**src/rtl/hash_serializer.sv**
```systemverilog
// hash_serializer: double-buffered SHA-256 digest to 32-bit word stream serializer
module hash_serializer #(
  parameter int WORD_ORDER = 0
) (
  input  logic         clk,
  input  logic         rst,
  input  logic [255:0] hash_data,
  input  logic         output_valid,
  output logic [31:0]  out_word,
  output logic         out_valid,
  input  logic         out_ready,
  output logic         out_last,
  output logic [2:0]   word_index,
  output logic         busy,
  output logic         overflow,
  input  logic         clear_overflow
);
  typedef enum logic {IDLE, SEND} state_t;
  state_t state, state_nx;
  logic [255:0] active, pending;
  logic active_valid, pending_valid, prev_ov;
  logic rise, xfer, fin, drop;
  always_comb begin
    rise = output_valid & ~prev_ov;
    out_valid = state == SEND;
    xfer = out_valid & out_ready;
    fin = xfer & (word_index == 3'd7);
    drop = rise & active_valid & pending_valid & ~fin;
    state_nx = state == IDLE ? (rise ? SEND : IDLE)
             : (fin & ~pending_valid & ~rise ? IDLE : SEND);
    out_word = !out_valid ? 32'd0
             : WORD_ORDER != 0 ? active[32*word_index +: 32]
             : active[255-32*word_index -: 32];
    out_last = out_valid & (word_index == 3'd7);
    busy = active_valid | pending_valid;
  end
  always_ff @(posedge clk or negedge rst)
    if (!rst) state <= IDLE;
    else state <= state_nx;
  always_ff @(posedge clk or negedge rst)
    if (!rst) begin
      active <= '0;
      pending <= '0;
      active_valid <= 1'b0;
      pending_valid <= 1'b0;
      prev_ov <= 1'b0;
      word_index <= 3'd0;
      overflow <= 1'b0;
    end else begin
      prev_ov <= output_valid;
      overflow <= drop | (overflow & ~clear_overflow);
      if (xfer) word_index <= word_index + 3'd1;
      if (state == IDLE) begin
        if (rise) begin
          active <= hash_data;
          active_valid <= 1'b1;
          word_index <= 3'd0;
        end
      end else if (fin) begin
        if (pending_valid) begin
          active <= pending;
          if (rise) pending <= hash_data;
          pending_valid <= rise;
        end else if (rise) active <= hash_data;
        else active_valid <= 1'b0;
      end else if (rise && !pending_valid) begin
        pending <= hash_data;
        pending_valid <= 1'b1;
      end
    end
endmodule

```
**config.mk**
```make
export PLATFORM = sky130hd
export DESIGN_NAME = hash_serializer
export DESIGN_NICKNAME = d
export VERILOG_FILES = /design/src/rtl/hash_serializer.sv
export SDC_FILE = /design/constraint.sdc
export NUM_CORES = 1
export LEC_CHECK = 0
export BUFFER_PORTS_ARGS = -buffer_cell sky130_fd_sc_hd__buf_2
export CORE_ASPECT_RATIO = 1.1
export CORE_MARGIN = 10
export CORE_UTILIZATION = 30
export CTS_CLUSTER_SIZE = 30
export DETAILED_ROUTE_END_ITERATION = 10
export PLACE_DENSITY_LB_ADDON = 0.08
export SETUP_SLACK_MARGIN = 0.3
export SKIP_CTS_REPAIR_TIMING = 1
export SYNTH_ARGS = -nofsm -noshare
export SYNTH_HDL_FRONTEND = slang
export SYNTH_SLANG_ARGS = --single-unit
export TNS_END_PERCENT = 20
```
**constraint.sdc**
```tcl
create_clock -name clk -period 4.8 [get_ports clk]
set_input_delay 0.48 -clock clk [delete_from_list [all_inputs] [get_ports clk]]
set_output_delay 0.48 -clock clk [all_outputs]
set_load 0.1 [all_outputs]
```
=== Word level (Yosys, flattened, before mapping) ===
Index checks and enable logic that the tools add are counted.

* Register bits: 520
* Input port bits: 261
* Output and inout bits: 39
* Logic and storage cells: 64

* Add/sub/neg operators: 2
* Eq/ne operators: 6
* Shift operators: 1
* Multiplexer cells: 23
* Bitwise logic cells: 17
* Reductions and logical operators: 7

{| class="wikitable"
|+ Operator list
! cell !! count
|-
| $mux 256 || 8
|-
| $shiftx 287x33->32 || 1
|-
| $mux 32 || 1
|-
| $mux 1 || 11
|-
| $and 1x1->1 || 10
|-
| $mux 3 || 3
|-
| $sub 8x8->9 const A || 1
|-
| $ne 2x2->1 const B || 4
|-
| $reduce_and 4->1 || 2
|-
| $not 1->1 || 5
|-
| $reduce_bool 2->1 || 2
|-
| $add 3x1->3 const B || 1
|-
| $eq 3x3->1 const B || 1
|-
| $ne 2x1->1 const B || 1
|-
| $or 1x1->1 || 2
|-
| $reduce_and 2->1 || 1
|-
| $logic_and 1x1->1 || 1
|-
| $logic_not 1->1 || 1
|}

=== Logic depth before layout (Yosys ltp) ===
Gate-level depths: netlist (run 1).

* Depth after elaboration: 6
* Mapped depth: 7
* Depth with buffers taken out: 5

=== Least setup slack after synthesis (run 1) ===
No wires, ideal clock.

* Path kind: register to output
* Start: register word_index[0]
* End: output out_word[10]
* Arrival: 2.667 ns
* Data required time: 4.320 ns
* Slack: 1.653 ns
* Cell stages (with the launch flop): 5
* Buffers on the path: 2
* Cell sequence: dfrtp_1 -> buf_2 -> buf_2 -> mux4_2 -> o211a_1

* Word-level cells in the longest chain between the ends: 3

{| class="wikitable"
|+ RTL lines
! element !! RTL line !! source
|-
| start, declared || 13 || <nowiki>output logic [2:0] word_index,</nowiki>
|-
| start signal, assigned || 52 || <nowiki>if (xfer) word_index <= word_index + 3'd1;</nowiki>
|-
| $sub 8x8->9 || 33 || <nowiki>: active[255-32*word_index -: 32];</nowiki>
|-
| $shiftx 287x33->32 || 33 ||
|-
| $mux 32 || 31 || <nowiki>out_word = !out_valid ? 32'd0</nowiki>
|-
| end, declared || 9 || <nowiki>output logic [31:0] out_word,</nowiki>
|}

Every way passes these cells.

=== Worst setup path after layout (run 1) ===
* Start: register word_index[2]
* End: output out_word[30]

The elaborated chain is that of the path after synthesis.

==> results of run 1 <==
-- worst paths after layout --
path                                      from           end  cells after the start
min in group asynchronous                  rst   pending[48]                      2
max in group asynchronous                  rst  pending[119]                      3
worst min register to register     active[236]   active[236]                      1
worst max register to register   word_index[2]     out_valid                      5
worst min-delay path            clear_overflow      overflow                      2
worst max-delay path             word_index[2]  out_word[30]                      5
-- layer usage --
metal / wire length (um) / share of wire [%] / GRT usage, % / up-vias
met5: 92 / 0.096 / 0 / -
met4: 2420 / 2.5 / 5.73 / 16
met3: 6320 / 6.6 / 5.53 / 113
met2: 42000 / 44 / 28.3 / 477
met1: 44600 / 47 / 26.4 / 9503
li1: - / - / - / 8049
-- synth_stat cells (10+ instances only) --
cell type  instances
buf_1             16
mux2_4           240
mux2i_1           64
buf_6             28
a22oi_1           32
o2bb2ai_1        256
a31oi_1          256
o211a_1           32
nand2_1           10
mux2_2            18
clkbuf_1         143
buf_2             43
dfrtp_1          520
and3_1           257
mux4_2            32
-- worst max-delay path, stage by stage (launching register included) --
cell	delay, ps
dfrtp_4	860
buf_12	480
mux2i_1	250
a22oi_1	520
o211a_1	300
buf_2	450
-- area by class of cell --
type / count / area (um2) / area share [%]
flip-flops and latches: 520 / 13000 / 43.3
clock buffers: 99 / 1970 / 6.54
diodes: 2 / 5.00 / 0.0166
multi-input cells: 1221 / 11400 / 38.0
clock inverters: 20 / 248 / 0.824
well taps: 1140 / 1430 / 4.74
repair buffers: 341 / 1980 / 6.57
inverters: 1 / 3.75 / 0.0125
-- metrics by stage --
stage / instances / setup WS, ps / util (%)
2_1_floorplan: 1973 / 1650 / -
3_3_place_gp: 3221 / 1380 / 32.9
3_5_place_dp: 3221 / 1390 / 32.9
4_1_cts: 3340 / 743 / 35.5
5_1_grt: 3342 / 679 / 35.5
6_report: 3344 / 803 / 35.5
-- kinds of logic after synthesis --
family | after synthesis | synth area share (%)
buf+inv | 232 | 4.46
xor+xnor | 1 | 0.0343
simple gates | 277 | 6.67
fa+ha+maj | 2 | 0.0980
mux | 354 | 20.2
compound gates | 587 | 17.6
flops | 520 | 50.9
-- flip-flops by register name, summed over array words and instances (netlist names) --
register       cells
overflow           1
pending_valid      1
word_index         3
out_valid          1
active           256
prev_ov            1
active_valid       1
pending          256
-- where the power goes --
part / internal [mW] / switching, mW / leakage (nW)
combinational: 4.56 / 6.80 / 6.11
sequential: 6.39 / 1.29 / 6.45
clock: 3.06 / 2.05 / 1.09
==> out/qor.yml, run 1 <==
nets: 2414
synth_seq_cells: 520
synth_top_area_cell: "dfrtp_1"
max_slew.worst_pin.slew_ps: 1120
cts_made_buffers: 66
die_width_um: 298
hold_viol_final: 0
cts-root-buf: "clkbuf_16"
worstPathArrival_ps: 3520
wl_per_cell_um: 28.5
crit_fanout: 58
rsz0062_at_grt: "no"
num_rows: 112
finalSetupTns_ps: 0
syn2layout_area_growth_pct: 17.7
outcome: "finished clean"
hp-class: "input pin to flop"
power.leakage_nw: 13.7
final_common_cell: "dfrtp_1"
die-height_um: 326
post-dp-hpwl_um: 60500
core-area_um2: 84600
synthTopCellsByArea: "dfrtp_1 51%, mux2_4 14%, o2bb2ai_1 8.8%"
die_area_um2: 97200
mostFrequentLayoutCells: "516 x dfrtp_1, 298 x buf_2, 257 x and3_1, 256 x a31oi_1, 256 x o2bb2ai_1"
ir_drop_v: 0.000874
grt_pass1_vias: 19300
cts_tree: "built"
yosys_most_used_dff: "dfrtp_1"
n_fill_cell: 8276
post-route-period-util_pct: 83.3
clock_skew_ps: 18.8
final_layout_size_suffix_gt1_share_pct: 33.8
numPortBuffers: 299
whs_ps: 69.7
yosysTopAreaCellShare_pct: 50.9
synth_warnings: 0
first_pass_iters: 5
synthesis.area_um2: 25500
critical_path_class: "flop to primary output"
period_needed_ps: 4000
max_freq_ghz: 0.250
cts.sinks: 520
globalplace.congestion: 0.766
wl_um: 95400
grt.total_usage_pct: 19.1
grt_max_degree: 179
htree_levels: 3
final_area_um2: 30100
netlist_instances: 1973
yosys.cell_types.count: 33
initial_core_util_pct: 30.2
cts_buffer_depth: 3
clock_latency_ps: 610
yosysSeqAreaShare_pct: 50.9
clkTransAtPathRegs_ps: 60
avgSynthCellArea_um2: 12.9
vias: 18200
relSlewSlack_pct: 25.6
first_iter_violations: 1080
end_kind: "primary output"
drc_errors: 0
antenna_found_initial: 13
grt_first_pass_wirelength_um: 141000
io_pins: 300
gr-total-overflow: 0
antenna_left: 0
setup_viol: 0
synth-edff-count: 0
async_reset_ff_share_pct: 100
crit_path_start_kind: "flop"
place_area_um2: 27800
synth_nets: 2236
r2r_slack_ps: 1360
p_per_area_nw_per_um2: 803
total_power_mw: 24.2
cap_violations: 0
viasPerCell: 5.43
crit_required_ps: 4320
slew_viol_final: 0
No activity file was read; power rests on OpenSTA's default activity.
==> run 2: changes to the inputs <==
==> constraint.sdc (replaced) <==
create_clock -name clk -period 3.8 [get_ports clk]
set_input_delay 0.38 -clock clk [delete_from_list [all_inputs] [get_ports clk]]
set_output_delay 0.38 -clock clk [all_outputs]
set_load 0.1 [all_outputs]
==> run 2 against run 1 <==
Compared with the run above: sequential share of layout area fell by 2.2 points; first-iteration DRC count rose by 12%; register-to-register slack got worse by 450 ps; sequential power rose by 27%; critical path type unchanged; final area rose by 5.4%; non-clock buffer count rose by 178; clock skew rose by 17 ps; worst setup slack got worse by 310 ps; final cell count rose by 5.0%; largest cell class unchanged; clock-buffer cell count fell by 5.
==> out/qor.yml, run 2 (synthesized netlist as in run 1, its figures left out) <==
outcome: "finished clean"
grt-busiest-layer: "met2"
slowest_stage: "mux4_2"
clkTransAtPathRegs_ps: 60  # about the same
initial_core_util_pct: 30.2  # unchanged
numPortBuffers: 299  # unchanged
setup_viol: 0  # unchanged
slowest_delay_ps: 680  # -180 ps
slew_viol_final: 0  # unchanged
antenna_found_initial: 3  # -10
nets: 2587  # +7.2%
hold_path_depth: 2  # unchanged
power.leakage_nw: 14.3  # +4.9%
crit_path_start_kind: "flop"
n_fill_cell: 8167  # -1.3%
die-height_um: 326  # unchanged
rsz0062_at_grt: "no"
period_needed_ps: 3310
crit_fanout: 24  # -59%
crit_required_ps: 3420  # -900 ps
whs_ps: 4.69  # -65.0 ps
final_cells: 3510  # +5.0%
crit_chain: "buf_6, mux4_2, o211a_1, buf_2"
cts_buffer_depth: 3  # unchanged
die_width_um: 298  # unchanged
io_pins: 300  # unchanged
first_iter_violations: 1214  # +12%
clock_skew_ps: 35.9  # +17.1 ps
cts_tree: "built"
use_met3_pct: 4.93  # -0.60 points
hold_viol_final: 0  # unchanged
p_per_area_nw_per_um2: 953  # +19%
globalplace.congestion: 0.786  # +2.6%
finalSetupTns_ps: 0  # unchanged
final_layout_size_suffix_gt1_share_pct: 31.3  # -2.5 points
placed_cells: 3228  # +0.22%
ff_latch_area_um2: 13000  # about the same
crit_cells: 4  # -1
end_kind: "primary output"
syn2layout_area_growth_pct: 24.1
wl_per_cell_um: 27.8  # -2.5%
post-dp-hpwl_um: 62500  # +3.4%
cap_violations: 0  # unchanged
final_common_cell: "dfrtp_1"
antenna_left: 0  # unchanged
grt_max_degree: 146  # -18%
wl_um: 97600  # +2.3%
vias: 18900  # +4.1%
post-route-period-util_pct: 87.1
first_pass_iters: 5  # unchanged
grt_use_met1_pct: 26.7  # +0.28 points
reg_top3: "active x256, pending x256, word_index x3"
dp_slack_ps: 767  # -626 ps
critPathTopFamily: "multiplexers"
critical_path_class: "flop to primary output"
worst-r2r-cell-count: 6  # +1
clock_latency_ps: 650  # +40 ps
grt.total_usage_pct: 19.3  # +0.28 points
multi_input_area_um2: 11400  # about the same
ir_drop_v: 0.00116  # +32%
mostFrequentLayoutCells: "516 x dfrtp_1, 298 x buf_2, 257 x and3_1, 256 x a31oi_1, 256 x o2bb2ai_1"
core-area_um2: 84600  # unchanged
num_rows: 112  # unchanged
max_slew.worst_pin.slew_ps: 1060  # -53.1 ps
relSlewSlack_pct: 29.1  # +3.5 points
cts-root-buf: "clkbuf_16"
grt_use_met2_pct: 29.3  # +0.97 points
final_area_um2: 31700  # +5.4%
die_area_um2: 97200  # unchanged
cts_made_buffers: 61  # -7.6%
grt_first_pass_wirelength_um: 143000  # +1.6%
total_power_mw: 30.2  # +25%
setup_ws_ps: 490  # -313 ps
crit_buf_inv: 2  # unchanged
viasPerCell: 5.39  # -0.78%
worstPathArrival_ps: 2930  # -590 ps
gr-total-overflow: 0  # unchanged
hp-class: "input pin to flop"
drc_errors: 0  # unchanged
cts.sinks: 520  # unchanged
place_area_um2: 28000  # +0.77%
fin_util_pct: 37.5  # +1.9 points
htree_levels: 2  # -1
grt_pass1_vias: 19700  # +1.8%
max_freq_ghz: 0.302
[run 2: layout make-up]
type | count | share of cell area [%]
Tap cell | 1140 | 4.50
Antenna cell | 2 | 0.0158
Clock inverter | 13 | 0.395
Multi-Input combinational cell | 1221 | 36.0
Clock buffer | 94 | 5.59
Timing Repair Buffer | 519 | 12.4
Sequential cell | 520 | 41.1
Inverter | 1 | 0.0118
[run 2: power by group]
group	switching, mW	internal, mW	total (mW)
combinational	8.73	5.99	14.7
sequential	1.65	8.08	9.72
clock	2.47	3.30	5.77
total	12.8	17.4	30.2
[run 2: final timing paths]
path	start	to	slack (ps)
setup / recovery	word_index[0]	out_word[17]	490
hold / removal	hash_data[14]	pending[14]	5
setup reg to reg	word_index[0]	active[255]	910
hold reg to reg	active[223]	active[223]	480
max in group asynchronous	rst	pending_valid	2290
min in group asynchronous	rst	pending[47]	390
[run 2: worst reg2reg max path: stages, from the launching register on]
cell and delay, ps:
dfrtp_4 600, ha_1 250, ha_1 280, a21boi_4 250, buf_4 660, buf_4 590
o2bb2ai_1 110
[run 2: layer usage]
layer  vias to the layer above  part of all wire [%]
met5                         -                 0.028
met4                         4                   3.1
met3                       112                   5.6
met2                       499                    45
met1                      9889                    46
li1                       8407                     -
